[src/rtl/adc_responder_if.sv]
// ============================================================================
// Module   : adc_responder_if
// Brief    : Sample handshake, serial ADC link and status for adc_responder.
// Revision : 1.0
// ============================================================================
`default_nettype none

interface adc_responder_if #(
    parameter int SAMPLE_WIDTH = 12
);
    logic                    adc_clk;
    logic                    adc_cs;
    logic                    adc_sd;
    logic [SAMPLE_WIDTH-1:0] sample_in;
    logic                    sample_valid;
    logic                    sample_ready;
    logic                    busy;
    logic                    frame_done;
    logic                    underrun;
    logic                    aborted;

    // master: sample source plus the ADC capture side driving the link
    modport master (
        output adc_clk, adc_cs, sample_in, sample_valid,
        input  adc_sd, sample_ready, busy, frame_done, underrun, aborted
    );

    modport slave (
        input  adc_clk, adc_cs, sample_in, sample_valid,
        output adc_sd, sample_ready, busy, frame_done, underrun, aborted
    );
endinterface

`default_nettype wire

[src/rtl/adc_responder.sv]
// ============================================================================
// Module   : adc_responder
// Brief    : Fabric-side 12-bit serial ADC model; serialises one held sample
//            per chip-select frame onto adc_sd, MSB first after lead zeros.
// Revision : 1.0
// ============================================================================
`default_nettype none

module adc_responder #(
    parameter int SAMPLE_WIDTH = 12,
    parameter int LEAD_ZEROS   = 4,
    parameter int SYNC_STAGES  = 2
) (
    input  wire logic          clk,
    input  wire logic          resetn,
    adc_responder_if.slave     bus
);

    localparam int c_FRAME_BITS = LEAD_ZEROS + SAMPLE_WIDTH;
    localparam int c_CNT_W      = (c_FRAME_BITS > 1) ? $clog2(c_FRAME_BITS) : 1;

    localparam logic [1:0] c_ST_IDLE  = 2'd0;
    localparam logic [1:0] c_ST_SHIFT = 2'd1;
    localparam logic [1:0] c_ST_TRAIL = 2'd2;

    logic                    w_sclk_s;
    logic                    w_cs_s;
    logic                    r_sclk_d;
    logic                    r_cs_d;
    logic                    r_cs_fall;
    logic                    r_cs_rise;
    logic                    r_sclk_fall;

    logic [1:0]              r_state;
    logic [c_FRAME_BITS-1:0] r_shift;
    logic [c_CNT_W-1:0]      r_bit_cnt;
    logic                    r_sd;
    logic                    r_frame_done;
    logic                    r_underrun;
    logic                    r_aborted;

    logic [SAMPLE_WIDTH-1:0] r_hold;
    logic                    r_hold_full;
    logic [SAMPLE_WIDTH-1:0] r_last;

    logic                    w_load;
    logic                    w_start;
    logic                    w_empty_start;
    logic [SAMPLE_WIDTH-1:0] w_sample;
    logic [c_FRAME_BITS-1:0] w_frame;
    logic [c_FRAME_BITS-1:0] w_shift_next;

    generate
        if (SYNC_STAGES > 0) begin : g_sync
            logic [SYNC_STAGES-1:0] r_sclk_pipe;
            logic [SYNC_STAGES-1:0] r_cs_pipe;

            // Idle levels are high so release from reset never looks like an edge
            always_ff @(posedge clk or negedge resetn) begin
                if (!resetn) begin
                    r_sclk_pipe <= '1;
                    r_cs_pipe   <= '1;
                end else begin
                    r_sclk_pipe <= (r_sclk_pipe << 1) | SYNC_STAGES'(bus.adc_clk);
                    r_cs_pipe   <= (r_cs_pipe << 1)   | SYNC_STAGES'(bus.adc_cs);
                end
            end

            assign w_sclk_s = r_sclk_pipe[SYNC_STAGES-1];
            assign w_cs_s   = r_cs_pipe[SYNC_STAGES-1];
        end else begin : g_nosync
            assign w_sclk_s = bus.adc_clk;
            assign w_cs_s   = bus.adc_cs;
        end
    endgenerate

    // Edge flags are registered, giving SYNC_STAGES+2 cycles pin-to-adc_sd
    always_ff @(posedge clk or negedge resetn) begin
        if (!resetn) begin
            r_sclk_d    <= 1'b1;
            r_cs_d      <= 1'b1;
            r_cs_fall   <= 1'b0;
            r_cs_rise   <= 1'b0;
            r_sclk_fall <= 1'b0;
        end else begin
            r_sclk_d    <= w_sclk_s;
            r_cs_d      <= w_cs_s;
            r_cs_fall   <= r_cs_d & ~w_cs_s;
            r_cs_rise   <= ~r_cs_d & w_cs_s;
            r_sclk_fall <= r_sclk_d & ~w_sclk_s;
        end
    end

    assign w_load        = bus.sample_valid & ~r_hold_full;
    assign w_start       = (r_state == c_ST_IDLE) & r_cs_fall;
    assign w_empty_start = w_start & ~r_hold_full & ~w_load;

    // An empty register with a same-cycle load hands sample_in straight through
    always_comb begin
        w_sample = r_last;
        if (r_hold_full) begin
            w_sample = r_hold;
        end else if (w_load) begin
            w_sample = bus.sample_in;
        end
    end

    assign w_frame      = c_FRAME_BITS'(w_sample);
    assign w_shift_next = r_shift << 1;

    always_ff @(posedge clk or negedge resetn) begin
        if (!resetn) begin
            r_hold      <= '0;
            r_hold_full <= 1'b0;
            r_last      <= '0;
        end else begin
            if (w_start) begin
                r_hold_full <= 1'b0;
                r_last      <= w_sample;
            end else if (w_load) begin
                r_hold_full <= 1'b1;
                r_hold      <= bus.sample_in;
            end
        end
    end

    always_ff @(posedge clk or negedge resetn) begin
        if (!resetn) begin
            r_state      <= c_ST_IDLE;
            r_shift      <= '0;
            r_bit_cnt    <= '0;
            r_sd         <= 1'b0;
            r_frame_done <= 1'b0;
            r_underrun   <= 1'b0;
            r_aborted    <= 1'b0;
        end else begin
            r_frame_done <= 1'b0;
            r_underrun   <= 1'b0;
            r_aborted    <= 1'b0;
            case (r_state)
                c_ST_IDLE: begin
                    r_sd <= 1'b0;
                    if (r_cs_fall) begin
                        r_shift    <= w_frame;
                        r_sd       <= w_frame[c_FRAME_BITS-1];
                        r_bit_cnt  <= '0;
                        r_underrun <= w_empty_start;
                        r_state    <= c_ST_SHIFT;
                    end
                end
                c_ST_SHIFT: begin
                    if (r_cs_rise) begin
                        r_aborted <= 1'b1;
                        r_sd      <= 1'b0;
                        r_state   <= c_ST_IDLE;
                    end else if (r_sclk_fall) begin
                        if (r_bit_cnt == c_CNT_W'(c_FRAME_BITS - 1)) begin
                            r_sd         <= 1'b0;
                            r_frame_done <= 1'b1;
                            r_state      <= c_ST_TRAIL;
                        end else begin
                            r_shift   <= w_shift_next;
                            r_sd      <= w_shift_next[c_FRAME_BITS-1];
                            r_bit_cnt <= r_bit_cnt + c_CNT_W'(1);
                        end
                    end
                end
                c_ST_TRAIL: begin
                    r_sd <= 1'b0;
                    if (r_cs_rise) begin
                        r_state <= c_ST_IDLE;
                    end
                end
                default: begin
                    r_sd    <= 1'b0;
                    r_state <= c_ST_IDLE;
                end
            endcase
        end
    end

    assign bus.adc_sd       = r_sd;
    assign bus.sample_ready = ~r_hold_full;
    assign bus.busy         = (r_state != c_ST_IDLE);
    assign bus.frame_done   = r_frame_done;
    assign bus.underrun     = r_underrun;
    assign bus.aborted      = r_aborted;

endmodule

`default_nettype wire
[src/flat_wrapper.sv]
// flat-port wrapper written by rule: the top's interface ports become plain ports
module adc_responder_flat 
#(
    parameter int SAMPLE_WIDTH = 12,
    parameter int LEAD_ZEROS   = 4,
    parameter int SYNC_STAGES  = 2
)
  (clk, resetn, bus_adc_clk, bus_adc_cs, bus_sample_in, bus_sample_valid, bus_adc_sd, bus_sample_ready, bus_busy, bus_frame_done, bus_underrun, bus_aborted);
  adc_responder_if #(.SAMPLE_WIDTH(SAMPLE_WIDTH)) bus_i ();
  input  wire logic clk;
  input  wire logic resetn;
  input wire logic [$bits(bus_i.adc_clk)-1:0] bus_adc_clk;
  input wire logic [$bits(bus_i.adc_cs)-1:0] bus_adc_cs;
  input wire logic [$bits(bus_i.sample_in)-1:0] bus_sample_in;
  input wire logic [$bits(bus_i.sample_valid)-1:0] bus_sample_valid;
  output wire logic [$bits(bus_i.adc_sd)-1:0] bus_adc_sd;
  output wire logic [$bits(bus_i.sample_ready)-1:0] bus_sample_ready;
  output wire logic [$bits(bus_i.busy)-1:0] bus_busy;
  output wire logic [$bits(bus_i.frame_done)-1:0] bus_frame_done;
  output wire logic [$bits(bus_i.underrun)-1:0] bus_underrun;
  output wire logic [$bits(bus_i.aborted)-1:0] bus_aborted;
  assign bus_i.adc_clk = bus_adc_clk;
  assign bus_i.adc_cs = bus_adc_cs;
  assign bus_i.sample_in = bus_sample_in;
  assign bus_i.sample_valid = bus_sample_valid;
  assign bus_adc_sd = bus_i.adc_sd;
  assign bus_sample_ready = bus_i.sample_ready;
  assign bus_busy = bus_i.busy;
  assign bus_frame_done = bus_i.frame_done;
  assign bus_underrun = bus_i.underrun;
  assign bus_aborted = bus_i.aborted;
  adc_responder #(.SAMPLE_WIDTH(SAMPLE_WIDTH), .LEAD_ZEROS(LEAD_ZEROS), .SYNC_STAGES(SYNC_STAGES)) u_core (.clk(clk), .resetn(resetn), .bus(bus_i));
endmodule
[config.mk]
export PLATFORM = sky130hd
export DESIGN_NAME = adc_responder_flat
export DESIGN_NICKNAME = d
export VERILOG_FILES = /design/src/rtl/adc_responder_if.sv /design/src/rtl/adc_responder.sv /design/src/flat_wrapper.sv
export SDC_FILE = /design/constraint.sdc
export NUM_CORES = 1
export LEC_CHECK = 0
export ABC_CLOCK_PERIOD_IN_PS = 4000
export BUFFER_PORTS_ARGS = -buffer_cell sky130_fd_sc_hd__buf_2
export CAP_MARGIN = 20
export CORE_UTILIZATION = 60
export DETAILED_ROUTE_END_ITERATION = 10
export PLACE_DENSITY_LB_ADDON = 0.25
export SLEW_MARGIN = 20
export SYNTH_ARGS = -nofsm -noshare
export SYNTH_HDL_FRONTEND = slang
export SYNTH_SLANG_ARGS = --single-unit
export TNS_END_PERCENT = 1
[constraint.sdc]
create_clock -name clk -period 4 [get_ports clk]
set_clock_uncertainty 0.15 [all_clocks]
set_input_delay 0.8 -clock clk [delete_from_list [all_inputs] [get_ports clk]]
set_output_delay 0.8 -clock clk [all_outputs]
set_load 0.005 [all_outputs]
# Yosys cells after proc, flatten, opt, wreduce, memory -nomap -nowiden
# Index checks and enable logic that the tools add are counted.
# word_totals
out_inout_bits	6
input_bits	17
word_cells	82
register_bits	59
# op_classes
muxes	32
eq_ne	10
n_reduce_logical	7
bitwise	15
addsub	1
# op_table
op	count
$mux 15	4
$pmux 15 s2	1
$mux 12	2
$mux 4	4
$mux 1	14
$mux 2	5
$pmux 4 s2	1
$and 1x1->1	7
$ne 2x1->1 const B	3
$ne 3x1->1 const B	2
$not 1->1	6
$pmux 2 s3	1
$reduce_bool 2->1	3
$reduce_and 5->1	1
$add 4x1->4 const B	1
$eq 4x4->1 const B	1
$ne 2x2->1 const B	2
$or 2x1->2	2
$reduce_and 4->1	1
$eq 2x1->1 const B	1
$eq 2x2->1 const B	1
$logic_not 2->1	1
$reduce_and 2->1	1

# Depth between registers and ports, before layout
# Gate-level depths: netlist of the first run.
# logic_depth
ltp_word	6
depth_mapped	6
mapped_depth_nobuf	4

# Least setup slack after synthesis of the first run
# Ideal clock, no wire load.
# synth_timing
path_kind	reg-to-output
startpoint	reg u_core.r_hold_full
endpoint	out bus_sample_ready
path_stages_with_launch	5
n_path_buf	3
setup_slack_ns	1.847
required_time_ns	3.050
arrival_time_ns	1.203
cell_sequence	dfrtp_1 clkbuf_1 inv_1 clkbuf_1 clkbuf_1
# synth_between
elab_chain_len	1
# synth_lines
item	line_no	text
start, declared	adc_responder.sv:43	logic r_hold_full;
start signal, assigned	adc_responder.sv:114	r_hold_full <= 1'b0;
start signal, assigned	adc_responder.sv:118	r_hold_full <= 1'b0;
start signal, assigned	adc_responder.sv:121	r_hold_full <= 1'b1;
$not 1->1	adc_responder.sv:183	assign bus.sample_ready = ~r_hold_full;
end, declared	flat_wrapper.sv:17	output wire logic [$bits(bus_i.sample_ready)-1:0] bus_sample_ready;
# Every way passes these cells.

# Worst setup path after layout of the first run
# Ends and elaborated chain as after synthesis.

==> impl_results.md, run 1 <==
* Routability cong. at approximately 0.76
* Xor-xnor portion of the synthesized cell area at 0
* Number of synthesized flops with an enable pin at 0
* Crit path kind: register to output pin
* Synth Area in Compound Gates at 0.198
* Synth Area in Adders at 0.00442
* Max VDD drop at about 0.00036 V
* Cell breakdown of the critical path: inv_1 -> buf_2
* MaxCap Viol Count at 0
* Seq/Total Area, Yosys at 0.524
* Yosys cell types at 40
* CTS tree: done
* # rows at 24
* DP HPWL at 3610 um
* CP max-delay cell: dfrtp_1
* Drt first pass iters at 8
* Post-Syn Area at ~2800 um^2
* H-tree levels at 3
* Via Count at roughly 2,200
* CP Launch Type: register
* Worst slew margin at 0.455
* Detailed Route WL at approximately 5800 um
* Syn Nets at between 200 and 300
* Fmax at roughly 360 MHz
* Setup-failing EPs final at 0
* Pre-CTS setup slack at around 1400 ps
* Top cell family by delay on the critical path: buffers and inverters
* Final ANT Viol Nets at 0
* Initial antenna violation count at 0
* Die width at around 70 um
* CP Max Fanout at 23
* Commonest non-fill, non-tap cell in the layout: dfrtp_1
* Most used DFF post-synth: dfrtp_1
* Core area at 4440 um^2
* Worst EP required at around 3000 ps
* Hold-fix buffers, CTS at 0
* Layout cell share with drive strength beyond 1 at 0.237
* Final hold viol count at 0
* Final slew viol count at 0
* Post-synth ARST share at 1.00
* First-pass GRT wire length at a little under 10,000 um
* Layout Nets at roughly 290
* Global route overflow at 0
* Vias in the first global route at ~2,000
* Most frequent cells in the layout: dfrtp_1 (53), buf_2 (22), o22ai_1 (20)
* Final setup margin at roughly 1200 ps
* Clock root cell: clkbuf_8
* Violated checks: design-rule violations
* Largest net degree at the start of global routing at 39
* RSZ-0062 raised after global routing: false
* Worst-skew pair later-pin latency at ~340 ps
* Gr usage total at 0.260
* Post-CTS Resized at 0
* DR iter-0 viols at 260
* Avg Cell Area, Syn at approximately 11 um^2
* N_diodes at 0
* Pwr dens at ~630 nW/um^2
* Boundary Pins at 23
* Largest family of logic cells by synthesized area: compound AO/OA/AOI/OAI gates
* DR DRC count at 4
* Post-layout minimum cycle time at between 2000 and 3000 ps
* Initial Utilization at 0.638
* Mux share of post-synthesis cell area at 0.0724
* Num CTS Buffers at 9
* Hold Crit Class: register to register
* Average wire per standard cell at between 15 and 20 um
* Post-synthesis cell count at between 200 and 300
* Worst-margin pin slew at between 800 and 900 ps
* DIE AREA at 5000 um^2
* Synth-to-layout area growth at 10.2%
* FF+latch count, synth at 59
* CP endpoint kind: output pin
* Crit-path max cell delay at ~700 ps
* Number of I/O port buffers at 22
* Fin crit share at 0.695
* Synth Warn # at 0
* Status: complete, but fails checks
* Setup tns final at 0 ps
* CP Data Arrival Time at between 1500 and 2000 ps
* Sink Count at between 50 and 60
* Setup Buffers After CTS at 0
* Clock tree buffer depth at 2
* Vias/cell at between 6 and 7
* Die Y at about 71 um
* P_leak at 1.32 nW
* Clk pin slew, worst setup/hold paths at about 60 ps
* Simple-gate portion of the synthesized area at 0.158
* Buf/Inv on CP at 2
## Yosys cell counts (2+ instances only)
cell | instances | share of area
o41ai_1 | 10 | 0.031
a31oi_1 | 2 | 0.0044
nor2b_1 | 16 | 0.035
dfrtp_1 | 53 | 0.47
mux2_4 | 10 | 0.053
or4bb_1 | 2 | 0.0079
mux2_2 | 4 | 0.016
inv_1 | 2 | 0.0026
o211ai_1 | 14 | 0.037
nand2b_1 | 4 | 0.0088
clkbuf_1 | 17 | 0.023
dfstp_2 | 6 | 0.056
buf_4 | 2 | 0.0053
nand3_1 | 8 | 0.014
a2111oi_0 | 11 | 0.034
buf_2 | 3 | 0.0053
nand2_1 | 10 | 0.013
nor3_1 | 14 | 0.025
a21oi_1 | 12 | 0.021
o311ai_0 | 2 | 0.0062
o22ai_1 | 20 | 0.044
nor2_1 | 15 | 0.020
buf_6 | 2 | 0.0079
o21ai_0 | 3 | 0.0053
## where the power goes
part | internal (mW) | switching [mW] | total (mW)
Clock | 0.350 | 0.233 | 0.583
Sequential | 0.788 | 0.145 | 0.932
Combinational | 0.251 | 0.212 | 0.462
Total | 1.39 | 0.589 | 1.98
## cell type report
class                      count  area (um^2)
sequential                    59         1480
tap                           52         65.1
clock buffer                  11          131
timing repair buffer          24          125
fill                         338         1320
multi-input combinational    173         1230
clock inverter                 5         78.8
inverter                       2         7.51
## per-layer routing
| metal | track usage | share of wire |
|---|---|---|
| met5 | 0 | 0 |
| met1 | 0.355 | 0.46 |
| met3 | 0.0926 | 0.068 |
| met2 | 0.397 | 0.46 |
| met4 | 0.0756 | 0.014 |
## sequential cells by signal (all words and copies together) (netlist names)
name	count
u_core.r_sclk_d	1
u_core.bus.aborted	1
u_core.r_cs_rise	1
u_core.r_sclk_fall	1
u_core.g_sync.r_cs_pipe	2
u_core.r_hold	12
u_core.r_last	12
u_core.r_shift	15
u_core.bus.underrun	1
u_core.bus.adc_sd	1
u_core.g_sync.r_sclk_pipe	2
u_core.r_cs_fall	1
u_core.r_hold_full	1
u_core.r_bit_cnt	4
u_core.bus.frame_done	1
u_core.r_cs_d	1
u_core.r_state	2
## cell families after synthesis
logic type / count (synthesis)
DFF: 59
buffers and inverters: 26
AOI/OAI and AO/OA: 78
and+or+nand+nor: 79
muxes: 15
adders and majority gates: 1
## path summary, 6_finish.rpt
path / start / to / slack [ps] / depth (start not counted)
max: u_core.r_hold_full / bus_sample_ready / 1220 / 2
min: u_core.g_sync.r_sclk_pipe[0] / u_core.g_sync.r_sclk_pipe[1] / 210 / 0
max reg2reg: u_core.r_hold_full / u_core.r_hold[6] / 1610 / 3
min reg2reg: u_core.g_sync.r_sclk_pipe[0] / u_core.g_sync.r_sclk_pipe[1] / 210 / 0
max in group asynchronous: resetn / u_core.r_state[0] / 2500 / 2
min in group asynchronous: resetn / u_core.r_bit_cnt[0] / 400 / 1
## metrics by stage
| step | total power [mW] | std cells | util | hold slack (ps) | area (um^2) |
|---|---|---|---|---|---|
| after global routing | 2.09 | 326 | 0.702 | 210 | 3120 |
| after floorplan | 1.28 | 258 | - | 195 | 2830 |
| final | 1.98 | 326 | 0.702 | 206 | 3120 |
| after global placement | 1.37 | 310 | 0.654 | 195 | 2910 |
| after CTS | 1.98 | 326 | 0.702 | 207 | 3120 |
| after detailed placement | 1.39 | 310 | 0.654 | 197 | 2910 |
Power figures use the tool's default switching activity.
==> run 2, diff against run 1 <==
- ABC_CLOCK_PERIOD_IN_PS: 4000 -> 2800
- CORE_UTILIZATION: 60 -> 59
- clock period: 4 -> 2.8 ns (I/O delays scaled with it)
==> run 2 against run 1 <==
Net effect:
- the flow still finishes with violations (design-rule violations)
- critical path depth up 1
- final area rose by 2.1%
- first-iteration DRC count is 14% lower
- core utilization is 0.98 points higher
- clock power grew 44%
- die area grew 1.6%
==> impl_results.md, run 2 (synthesis gave the netlist of run 1 again) <==
* CP max-delay cell: dfrtp_1
* Setup Buffers After CTS at 0
* Synth-to-layout area growth at 12.5%
* First-pass GRT wire length at around 10,000 um
* Routability cong. at a little under 0.8
* Placed insts at 317
* Worst setup path start: u_core.r_hold_full
* # rows at 24
* Design area at 3190 um^2
* Boundary Pins at 23
* DR DRC count at 3
* Max VDD drop at about 0.00058 V
* DP HPWL at between 3000 and 4000 um
* H-tree levels at 3
* FILL cells at 330
* Fin crit share at 0.811
* CP endpoint kind: output pin
* Die Y at slightly above 70 um
* Final hold viol count at 0
* P_leak at 1.35 nW
* Violated checks: design-rule violations
* Drt first pass iters at 8
* Clock root cell: clkbuf_8
* DIE AREA at between 5000 and 6000 um^2
* CP Launch Type: register
* MaxCap Viol Count at 0
* Initial Utilization at 0.633
* Crit-path max cell delay at 740 ps
* Sink Count at between 50 and 60
* Via Count at ~2,200
* N_diodes at 0
* DR iter-0 viols at around 220
* Cell breakdown of the critical path: inv_1 -> buf_4 -> buf_2
* RSZ-0062 raised after global routing: false
* Gr usage total at 0.264
* Cell Area, Placed at 2970 um^2
* Commonest non-fill, non-tap cell in the layout: dfrtp_1
* Initial antenna violation count at 0
* CTS tree: done
* Layout cell share with drive strength beyond 1 at 0.249
* Layout Nets at just under 300
* Vias/cell at 6.63
* Final slew viol count at 0
* CP Data Arrival Time at between 1500 and 2000 ps
* CP Max Fanout at 19
* Crit path kind: register to output pin
* Met2 Use GR at 0.383
* Vias in the first global route at 2,065
* Met1 usage at 0.361
* Largest net degree at the start of global routing at 37
* Largest reg by FF count: u_core.r_shift
* GRT Max-Usage Layer: met2
* Detailed Route WL at 5990 um
* Die width at between 70 and 80 um
* Status: complete, but fails checks
* Tot Pwr at about 2.9 mW
* Worst-skew pair later-pin latency at approximately 340 ps
* Global route overflow at 0
* Top cell family by delay on the critical path: flip-flops
* Grt met3 use at 0.110
* Biggest regs: u_core.r_shift: 15 flops, u_core.r_hold: 12 flops, u_core.r_last: 12 flops
* Worst slew margin at 0.577
* Pwr dens at ~890 nW/um^2
* Buf/Inv on CP at 3
* Max reg flops at 15
* Hold-fix buffers, CTS at 0
* Final ANT Viol Nets at 0
* Hold WS at 59.9 ps
* Core area at around 4500 um^2
* Non-Filler Instances at 333
* Fmax at about 440 MHz
* Number of I/O port buffers at 22
* Worst EP required at approximately 2100 ps
* Post-CTS Resized at 0
* Most frequent cells in the layout: dfrtp_1 (53), buf_2 (22), o22ai_1 (20)
* Num CTS Buffers at 9
* Setup tns final at 0 ps
* Setup-failing EPs final at 0
* Worst-margin pin slew at between 600 and 700 ps
* Hold Crit Class: input port to async pin
* Clk pin slew, worst setup/hold paths at approximately 70 ps
* Clock tree buffer depth at 2
* Post-layout minimum cycle time at 2270 ps
* Average wire per standard cell at roughly 18 um
* R2r startpoint: u_core.r_state[0]
run 2: cell count changes in the layout (fill, tap and decap cells not counted):
cell / before / now
a21oi_1: 11 / 12
a21oi_2: 1 / 0
buf_12: 0 / 1
buf_4: 2 / 8
clkbuf_1: 2 / 3
clkbuf_8: 9 / 10
clkinv_2: 2 / 1
clkinv_4: 1 / 0
run 2: area by class of cell:
class,instances,area [um^2],share of cell area
Clock buffer,13,149,0.0467
Clock inverter,3,65.1,0.0204
Inverter,2,7.51,0.00236
Multi-Input combinational cell,173,1230,0.385
Sequential cell,59,1480,0.466
Tap cell,52,65.1,0.0204
Timing Repair Buffer,31,190,0.0597
run 2: path summary, 6_finish.rpt:
path | end | slack (ps) | depth (start not counted)
hold / removal | u_core.r_hold[6] | 60 | 1
max in group asynchronous | u_core.r_cs_d | 1790 | 2
setup reg to reg | u_core.r_shift[12] | 750 | 3
setup / recovery | bus_sample_ready | 530 | 3
hold reg to reg | u_core.g_sync.r_sclk_pipe[1] | 200 | 0
min in group clk | u_core.g_sync.r_cs_pipe[0] | 170 | 1
run 2: stage by stage:
stage	setup WS, ps	utilization
global route	439	0.712
CTS	544	0.712
finish	530	0.712
global placement	667	0.664
floorplan	887	-
detailed placement	604	0.664
run 2: worst register-to-register path: stages, from the launching register on:
cell and delay (ps):
dfrtp_1 570, nand4bb_1 530, nor2_1 480, o21ai_0 180
run 2: where the power goes:
part / internal, mW / switching, mW
combinational: 0.373 / 0.307
sequential: 1.13 / 0.208
clock: 0.525 / 0.314
total: 2.02 / 0.829
run 2: per-layer routing:
layer / wire (um) / share of wire
met5: 0 / 0
met4: 99 / 0.017
met3: 499 / 0.083
met2: 2730 / 0.46
met1: 2660 / 0.44
